[config.mk]
export PLATFORM = sky130hd
export DESIGN_NAME = alu_serial_ctrl
export DESIGN_NICKNAME = d
export VERILOG_FILES = /design/src/rtl/alu_serial_ctrl.sv
export SDC_FILE = /design/constraint.sdc
export NUM_CORES = 1
export LEC_CHECK = 0
export BUFFER_PORTS_ARGS = -buffer_cell sky130_fd_sc_hd__buf_2
export CAP_MARGIN = 20
export CORE_ASPECT_RATIO = 2
export CORE_UTILIZATION = 50
export DETAILED_ROUTE_END_ITERATION = 12
export PLACE_DENSITY_LB_ADDON = 0.3
export SLEW_MARGIN = 20
export SYNTH_ARGS = -nofsm -noshare
export SYNTH_HDL_FRONTEND = slang
export SYNTH_SLANG_ARGS = --single-unit
[constraint.sdc]
create_clock -name clk -period 1.4 [get_ports clk]
set_clock_uncertainty 0.05 [all_clocks]
set_input_delay 0 -clock clk [delete_from_list [all_inputs] [get_ports clk]]
set_output_delay 0 -clock clk [all_outputs]
set_load 0.05 [all_outputs]
[src/rtl/alu_serial_ctrl.sv]
// Bit-serial initiator for a 1-bit combinational ALU slice: streams a WIDTH-bit op LSB-first.
// Latency: start accepted at edge 0, done pulses in the cycle after edge WIDTH (busy for WIDTH cycles).
// Backpressure: none; start is only taken in IDLE/DONE, ignored while RUN (no stall input).
module alu_serial_ctrl #(
    parameter int WIDTH = 8
) (
    input  logic             clk,
    input  logic             rst_n,
    input  logic             start,
    input  logic [WIDTH-1:0] a,
    input  logic [WIDTH-1:0] b,
    input  logic             carry_in,
    input  logic [2:0]       opcode,
    output logic             busy,
    output logic             done,
    output logic [WIDTH-1:0] result,
    output logic             carry_out,
    output logic             alu_op_a,
    output logic             alu_op_b,
    output logic             alu_cin,
    output logic [2:0]       alu_opcode,
    input  logic             alu_result,
    input  logic             alu_cout
);

    localparam logic [2:0] ALU_ADD  = 3'd0;
    localparam logic [2:0] ALU_AND  = 3'd1;
    localparam logic [2:0] ALU_NOT  = 3'd2;
    localparam logic [2:0] ALU_ADDC = 3'd3;
    localparam logic [2:0] ALU_XOR  = 3'd4;
    localparam logic [2:0] ALU_SUB  = 3'd5;

    localparam int CW = (WIDTH > 2) ? $clog2(WIDTH) : 1;
    localparam logic [CW-1:0] LAST_IDX = CW'(WIDTH - 1);

    typedef enum logic [1:0] {
        S_IDLE,
        S_RUN,
        S_DONE
    } state_t;

    state_t           state_q;
    logic [CW-1:0]    cnt_q;
    logic [WIDTH-1:0] a_sh_q;
    logic [WIDTH-1:0] b_sh_q;
    logic [2:0]       slice_op_q;
    logic             arith_q;
    logic             carry_q;
    logic [WIDTH-1:0] result_q;
    logic             carry_out_q;
    logic             done_q;

    logic             accept;
    logic             last_bit;
    logic [2:0]       slice_op_d;
    logic             arith_d;
    logic [WIDTH-1:0] b_eff_d;
    logic             carry_init_d;

    assign accept   = start && (state_q != S_RUN);
    assign last_bit = (cnt_q == LAST_IDX);

    // Map the word opcode onto a fixed slice opcode, operand-B polarity and initial carry.
    // All arithmetic rides on the slice's ADDC; SUB is a + ~b + 1.
    always_comb begin
        slice_op_d   = opcode;
        arith_d      = 1'b0;
        b_eff_d      = b;
        carry_init_d = 1'b0;
        case (opcode)
            ALU_ADD: begin
                slice_op_d = ALU_ADDC;
                arith_d    = 1'b1;
            end
            ALU_ADDC: begin
                slice_op_d   = ALU_ADDC;
                arith_d      = 1'b1;
                carry_init_d = carry_in;
            end
            ALU_SUB: begin
                slice_op_d   = ALU_ADDC;
                arith_d      = 1'b1;
                b_eff_d      = ~b;
                carry_init_d = 1'b1;
            end
            ALU_AND, ALU_NOT, ALU_XOR: slice_op_d = opcode;
            default:                   slice_op_d = opcode;
        endcase
    end

    // Sequencer FSM: load operands on accept, shift one bit pair per cycle, then report.
    always_ff @(posedge clk or negedge rst_n) begin
        if (!rst_n) begin
            state_q     <= S_IDLE;
            cnt_q       <= '0;
            a_sh_q      <= '0;
            b_sh_q      <= '0;
            slice_op_q  <= '0;
            arith_q     <= 1'b0;
            carry_q     <= 1'b0;
            result_q    <= '0;
            carry_out_q <= 1'b0;
            done_q      <= 1'b0;
        end else begin
            done_q <= 1'b0;
            if (accept) begin
                state_q     <= S_RUN;
                cnt_q       <= '0;
                a_sh_q      <= a;
                b_sh_q      <= b_eff_d;
                slice_op_q  <= slice_op_d;
                arith_q     <= arith_d;
                carry_q     <= carry_init_d;
                result_q    <= '0;
                carry_out_q <= 1'b0;
            end else begin
                case (state_q)
                    S_RUN: begin
                        a_sh_q   <= a_sh_q >> 1;
                        b_sh_q   <= b_sh_q >> 1;
                        result_q <= {alu_result, result_q[WIDTH-1:1]};
                        cnt_q    <= cnt_q + 1'b1;
                        if (arith_q) begin
                            carry_q <= alu_cout;
                        end
                        if (last_bit) begin
                            state_q     <= S_DONE;
                            done_q      <= 1'b1;
                            carry_out_q <= arith_q & alu_cout;
                        end
                    end
                    S_DONE:  state_q <= S_IDLE;
                    default: state_q <= S_IDLE;
                endcase
            end
        end
    end

    assign busy       = (state_q == S_RUN);
    assign done       = done_q;
    assign result     = result_q;
    assign carry_out  = carry_out_q;
    // Slice-side drive is forced low outside RUN so the slice sees a quiet bus.
    assign alu_op_a   = busy & a_sh_q[0];
    assign alu_op_b   = busy & b_sh_q[0];
    assign alu_cin    = busy & carry_q;
    assign alu_opcode = busy ? slice_op_q : 3'b000;

endmodule

# Word level (Yosys, flattened, before mapping)
# Cells that the tools add are included.
[totals]
in_bits = 25
wordCells = 55
regBits = 36
output_inout_bits = 17
[classes]
reduce_logical = 8
addsub = 1
bitwise = 5
n_eq_ne = 6
n_mux = 25
[ops]
columns = ["cell", "n"]
rows = [
  ["$mux W8", 7],
  ["$mux W3", 4],
  ["$mux W1", 10],
  ["$not A8 Y8", 1],
  ["$eq A3 B3 Y1 const B", 2],
  ["$mux W2", 3],
  ["$reduce_bool A2 Y1", 3],
  ["$and A1 B1 Y1", 4],
  ["$reduce_and A2 Y1", 2],
  ["$add A3 B1 Y3 const B", 1],
  ["$eq A3 B2 Y1 const B", 1],
  ["$logic_not A3 Y1", 1],
  ["$ne A3 B1 Y1 const B", 1],
  ["$reduce_or A3 Y1", 1],
  ["$eq A2 B1 Y1 const B", 1],
  ["$ne A2 B1 Y1 const B", 1],
  ["$pmux W1 S2", 1],
  ["$logic_and A1 B1 Y1", 1],
]

# Logic depth before layout (Yosys ltp)
# Gate-level depths: netlist of the first run.
[depth]
depth_word = 4
depth_mapped = 6
depth_no_buf = 5

# Worst setup path after synthesis of the first run
# Ideal clock, no wire load.
[synth_timing]
path_type = "register to output"
start = "reg state_q[1]"
end = "out alu_op_a"
stages_incl_launch_ff = 6
n_path_buf = 2
t_required_ns = 1.350
slack_ns = -0.009
arrival_ns = 1.359
cell_sequence = "dfrtp_1 > nand2b_4 > buf_6 > clkinv_1 > clkbuf_1 > and2_1"
[synth_via]
elab_chain_cells = 2
[synth_rtl]
columns = ["item", "line_no", "text"]
rows = [
  ["start, declared", "42", "state_t state_q;"],
  ["start signal, assigned", "94", "state_q <= S_IDLE;"],
  ["start signal, assigned", "107", "state_q <= S_RUN;"],
  ["start signal, assigned", "127", "state_q <= S_DONE;"],
  ["$eq A2 B1 Y1", "139", "assign busy = (state_q == S_RUN);"],
  ["$and A1 B1 Y1", "144", "assign alu_op_a = busy & a_sh_q[0];"],
  ["end, declared", "18", "output logic alu_op_a,"],
]
# No other way between the ends.

# Final worst setup path of the first run
[layout_timing]
start = "reg state_q[0]"
end = "out alu_cin"
[layout_via]
elab_chain_cells = 2
[layout_rtl]
columns = ["item", "line_no", "text"]
rows = [
  ["$eq A2 B1 Y1", "139", ""],
  ["$and A1 B1 Y1", "146", "assign alu_cin = busy & carry_q;"],
  ["end, declared", "20", "output logic alu_cin,"],
]
# No other way between the ends.

==> results of run 1 <==
[stage by stage]
step / total power, W / instance area (µm²) / hold WS [ns]
5_1_grt: 0.00626 / 2440 / 0.0257
4_1_cts: 0.00576 / 2410 / 0.0123
6_report: 0.00590 / 2440 / 0.0109
2_1_floorplan: 0.00379 / 1810 / -0.346
3_3_place_gp: 0.00437 / 2080 / -0.104
3_5_place_dp: 0.00448 / 2080 / -0.0947
[cell usage in the layout, fill, tap and decap left out]
cell type and n:
dfrtp_1 36, nand2_1 35, buf_2 35, mux2i_1 16, dlygate4sd3_1 14, or2_2 12
nand3b_1 11, o21ai_0 9, a31oi_1 9, buf_4 7, and2_4 5, nor2_1 5
a21oi_1 5, clkbuf_8 5, and2_1 4, buf_8 4, mux2_2 3, or2_0 2
inv_1 2, ha_1 2, buf_6 2, buf_12 2, nand2b_4 1, clkinv_4 1
nand3b_4 1, xnor2_1 1, o21bai_1 1, xor2_1 1, nand3_1 1, nor3b_1 1
a311o_1 1, nor2b_1 1, o2bb2ai_1 1, bufinv_16 1, clkbuf_1 1, clkinv_2 1
bufbuf_16 1
[critical path: cells and delay by family, from the launching register on]
family | cells | cell delay [ns]
flip-flops | 1 | 0.40
AND/OR/NAND/NOR | 2 | 0.24
buffers and inverters | 3 | 0.38
[report_power, final]
group / internal, W / total (W) / switching (W)
Sequential: 0.00149 / 0.00175 / 0.000266
Clock: 0.000528 / 0.000888 / 0.000359
Combinational: 0.00138 / 0.00326 / 0.00188
[flip-flops by register name (all words and copies together) (netlist names)]
signal	cells
carry_out	1
a_sh_q	8
b_sh_q	8
slice_op_q	3
result	8
done	1
cnt_q	3
arith_q	1
state_q	2
carry_q	1
[worst max path at each step]
stage / start / endpoint / slack [ns] / cells past startpoint
global placement: state_q[1] / cnt_q[0] / 0.17 / 5
global route: state_q[0] / alu_cin / 0.003 / 5
floorplan: state_q[1] / carry_q / 0.07 / 5
CTS: state_q[0] / alu_opcode[0] / 0.001 / 5
finish: state_q[0] / alu_cin / 0.04 / 5
detailed placement: state_q[1] / cnt_q[0] / 0.13 / 5
[cell type report]
class | count | area, µm² | area share (%)
inverters | 3 | 16.3 | 0.667
repair buffers | 65 | 523 | 21.4
clock buffers | 6 | 72.6 | 2.98
flip-flops and latches | 36 | 901 | 36.9
multi-input cells | 128 | 831 | 34.1
clock inverters | 2 | 35.0 | 1.44
well taps | 48 | 60.1 | 2.46
[what timing repair did]
action | CTS | global route
buffers inserted | 1 | 1
hold buffers | 14 | 0
endpoints found under the setup margin | 6 | 6
gates resized for setup | 13 | 9
endpoints found under the hold margin | 49 | 0
cloned | 1 | 0
[metal layers]
metal	wire [µm]	share of wire, %	up-vias
li1	-	-	718
met1	1390	35	706
met2	2390	60	43
met3	117	2.9	10
met4	80	2.0	0
met5	0	0	-
[kinds of logic after synthesis]
kind of cell / synth area share, %
and+or+nand+nor: 23.9
DFF: 50.0
AOI/OAI and AO/OA: 8.47
muxes: 10.8
buffers and inverters: 4.51
xor gates and xnor gates: 0.972
adders and majority gates: 1.39
==> flow_metrics.tcl, run 1 <==
set metrics [dict create \
    status "finished clean" \
    hold_class "in2reg" \
    cts_tree "done" \
    avgSynthCellArea_um2 10.1 \
    synth_top_area_cell "dfrtp_1" \
    syn_to_final_growth_pct 35.3 \
    synth-edff-count 0 \
    setup_viol 0 \
    pre_cts_ws_ns 0.132 \
    clock_sinks 36 \
    use_met2_pct 45.6 \
    synth_warnings 0 \
    synth-main-ff-cell "dfrtp_1" \
    cp_max_fo 7 \
    grt_antenna_before_repair 0 \
    routed_wl_um 3980 \
    diodes 0 \
    ir_drop_mv 1.67 \
    seq_area_frac_synth_pct 50.0 \
    holdPathStages 3 \
    p_per_area_nw_per_um2 2420 \
    fin_nets 266 \
    netlist_area_um2 1800 \
    rows 30 \
    worst_slew_pin_slew_ns 0.417 \
    hold_viol_final 0 \
    hold_path_startpoint "a[6]" \
    drtIter0Drc 26 \
    viasPerCell 5.13 \
    drv_slew 0 \
    grtUsageMet3_pct 4.36 \
    max_freq_mhz 737 \
    cts_buffers 5 \
    utilization_pct 71.4 \
    max_stage_delay_ns 0.40 \
    fin_setup_tns_ns 0 \
    synth.distinct_cells 29 \
    nFillCells 255 \
    pin_count 42 \
    clockRootBuffer "clkbuf_8" \
    drv_cap 0 \
    slowest_stage "dfrtp_1" \
    busiest_layer "met2" \
    die_y_um 86.9 \
    place_inst 263 \
    syn_inst 178 \
    first_global_vias 1562 \
    endpoint_kind "primary output" \
    rsz0062_at_grt "false" \
    arrival_ns 1.31 \
    layoutNonFillerInstCount 288 \
    grt_use_total_pct 23.7 \
    grt_pass1_wl_um 6790 \
    globalplace.congestion 0.757 \
    r2r-start "state_q[0]" \
    drc_errors 0 \
    synth_seq_cells 36 \
    r2r_cells 4 \
    synth_nets 205 \
    synthArstFlopShare_pct 100 \
    ant_nets 0 \
    vias 1477 \
    synthTopCellsByArea "dfrtp_1, mux2i_1, nand2_1, nand3b_1, or2_2" \
    wl_per_cell_um 13.8 \
    holdPathEnd "a_sh_q[6]" \
    path_cells "nand2b_4 > clkinv_4 > buf_6 > and2_1 > buf_4" \
    r2r_setup_slack_ns 0.12 \
    max_slew_margin_pct 72.2 \
    clock_path_buffers 2 \
    grt.met1_usage_pct 23.6 \
    synth.most_common_cell "dfrtp_1" \
    grt_start_max_net_pins 21 \
    r2r-end "slice_op_q[0]" \
    fin_crit_sh_pct 96.9 \
    die_w_um 44.5 \
    yosys.area.top_type_share_pct 50.0 \
    dr.pass1.iters 5 \
    drive_gt1_share_pct 33.8 \
    setup_slack_ns 0.0438 \
    grt_overflow_total 0 \
    die_area_um2 3860 \
    synthTopCellsByCount "dfrtp_1, nand2_1, mux2i_1" \
    critPathRequiredTime_ns 1.35 \
    core_area_um2 3420 \
    clock_latency_ns 0.29 \
    criticalPathCategory "reg2out" \
    p_leak_nw 1.22 \
    cts_max_level 2 \
    initial_core_util_pct 52.8 \
    cts.clk_slew.worst_paths_ns 0.07 \
    hpwl_um 2760 \
    io_buffers 41 \
    worstSetupStartpointType "flip-flop" \
    period_needed_ns 1.36 \
]
Power figures use the tool's default switching activity.
==> inputs of run 2 (changes only) <==
- clock period: 1.4 -> 1.75 ns (I/O delays scaled with it)
==> flow_metrics.tcl, run 2 (synthesized netlist as in run 1, its figures left out) <==
set metrics [dict create \
    use_met2_pct 41.0 \
    worst_slew_pin_slew_ns 0.779 \
    pin_count 42 \
    endpoint_kind "primary output" \
    hold_class "in2reg" \
    wl_per_cell_um 12.9 \
    grt_pass1_wl_um 6540 \
    hpwl_um 2520 \
    fin_area_um2 2340 \
    die_y_um 86.9 \
    grt_overflow_total 0 \
    viasPerCell 5.21 \
    routed_wl_um 3700 \
    critPathRequiredTime_ns 1.70 \
    core_area_um2 3420 \
    rows 30 \
    grt_antenna_before_repair 0 \
    period_needed_ns 1.57 \
    max_slew_margin_pct 48.0 \
    p_per_area_nw_per_um2 1810 \
    grt_use_total_pct 22.7 \
    p_total_w 0.00422 \
    utilization_pct 68.4 \
    clock_path_buffers 2 \
    initial_core_util_pct 52.8 \
    setup_viol 0 \
    cts_buffers 5 \
    cts_max_level 2 \
    die_w_um 44.5 \
    cts.clk_slew.worst_paths_ns 0.08 \
    setup_slack_ns 0.181 \
    clock_sinks 36 \
    drv_cap 0 \
    die_area_um2 3860 \
    clock_latency_ns 0.29 \
    p_leak_nw 1.16 \
    fin_setup_tns_ns 0 \
    fin_nets 264 \
    io_buffers 41 \
    fin_crit_sh_pct 89.7 \
    grt_start_max_net_pins 37 \
    status "complete, but fails checks" \
    rsz0062_at_grt "false" \
    whs_ns -0.00597 \
    clockRootBuffer "clkbuf_8" \
    globalplace.congestion 0.738 \
    ir_drop_mv 1.25 \
    max_freq_mhz 637 \
    dr.pass1.iters 4 \
    postCtsSetupBuffers 0 \
    grt.met1_usage_pct 23.0 \
    busiest_layer "met2" \
    ant_nets 0 \
    arrival_ns 1.52 \
    final_common_cell "buf_2" \
    hold_viol_final 1 \
    drive_gt1_share_pct 29.8 \
    cp_max_fo 26 \
    diodes 0 \
    syn_to_final_growth_pct 29.6 \
    drtIter0Drc 21 \
    violations "hold timing" \
    first_global_vias 1550 \
    grtUsageMet3_pct 4.98 \
    drc_errors 0 \
    vias 1491 \
    drv_slew 0 \
    pre_cts_ws_ns 0.322 \
    layout_common_cells "buf_2, dfrtp_1, nand2_1" \
    criticalPathCategory "reg2out" \
    worstSetupStartpointType "flip-flop" \
    cts_tree "done" \
    placed_area_um2 2030 \
]
-- run 2: worst paths after layout --
path / from / end / slack [ns] / depth (start not counted)
max: state_q[0] / alu_op_a / 0.18 / 5
min: a[5] / a_sh_q[5] / -0.006 / 3
max reg2reg: cnt_q[0] / carry_out / 0.47 / 5
min reg2reg: a_sh_q[3] / a_sh_q[2] / 0.44 / 2
max in group asynchronous: rst_n / a_sh_q[4] / 0.87 / 2
min in group asynchronous: rst_n / done / 0.28 / 2
-- run 2: metal layers --
layer | part of all wire, % | wire, µm
met5 | 0 | 0
met4 | 2.8 | 105
met3 | 3.1 | 115
met2 | 55 | 2020
met1 | 39 | 1460
-- run 2: area by class of cell --
type	instances	area [µm²]
clock buffer	5	68.8
clock inverter	3	42.5
fill	255	1080
inverter	3	12.5
multi-input combinational	128	821
sequential	36	901
tap	48	60.1
timing repair buffer	63	430
-- run 2: timing repair --
action	CTS	global route
hold buffers	19	0
setup endpoints to repair	2	0
endpoints found under the hold margin	54	0
gates resized for setup	1	0
-- run 2: stage by stage --
stage          hold WS [ns]  std cells
2_1_floorplan        -0.346        178
3_3_place_gp         0.0676        259
3_5_place_dp         0.0707        259
4_1_cts             0.00360        286
5_1_grt              0.0323        286
6_report           -0.00597        286
-- run 2: where the power goes --
part	total, W	switching [W]	internal (W)
registers	0.00139	0.000200	0.00119
logic	0.00211	0.00141	0.000704
clock network	0.000724	0.000302	0.000421
total	0.00422	0.00191	0.00232
-- run 2: critical path: stages (launching register included) --
cell and delay [ns]:
dfrtp_1 0.40, nand2b_4 0.11, clkinv_2 0.16, buf_12 0.20, and2_1 0.15, buf_2 0.20
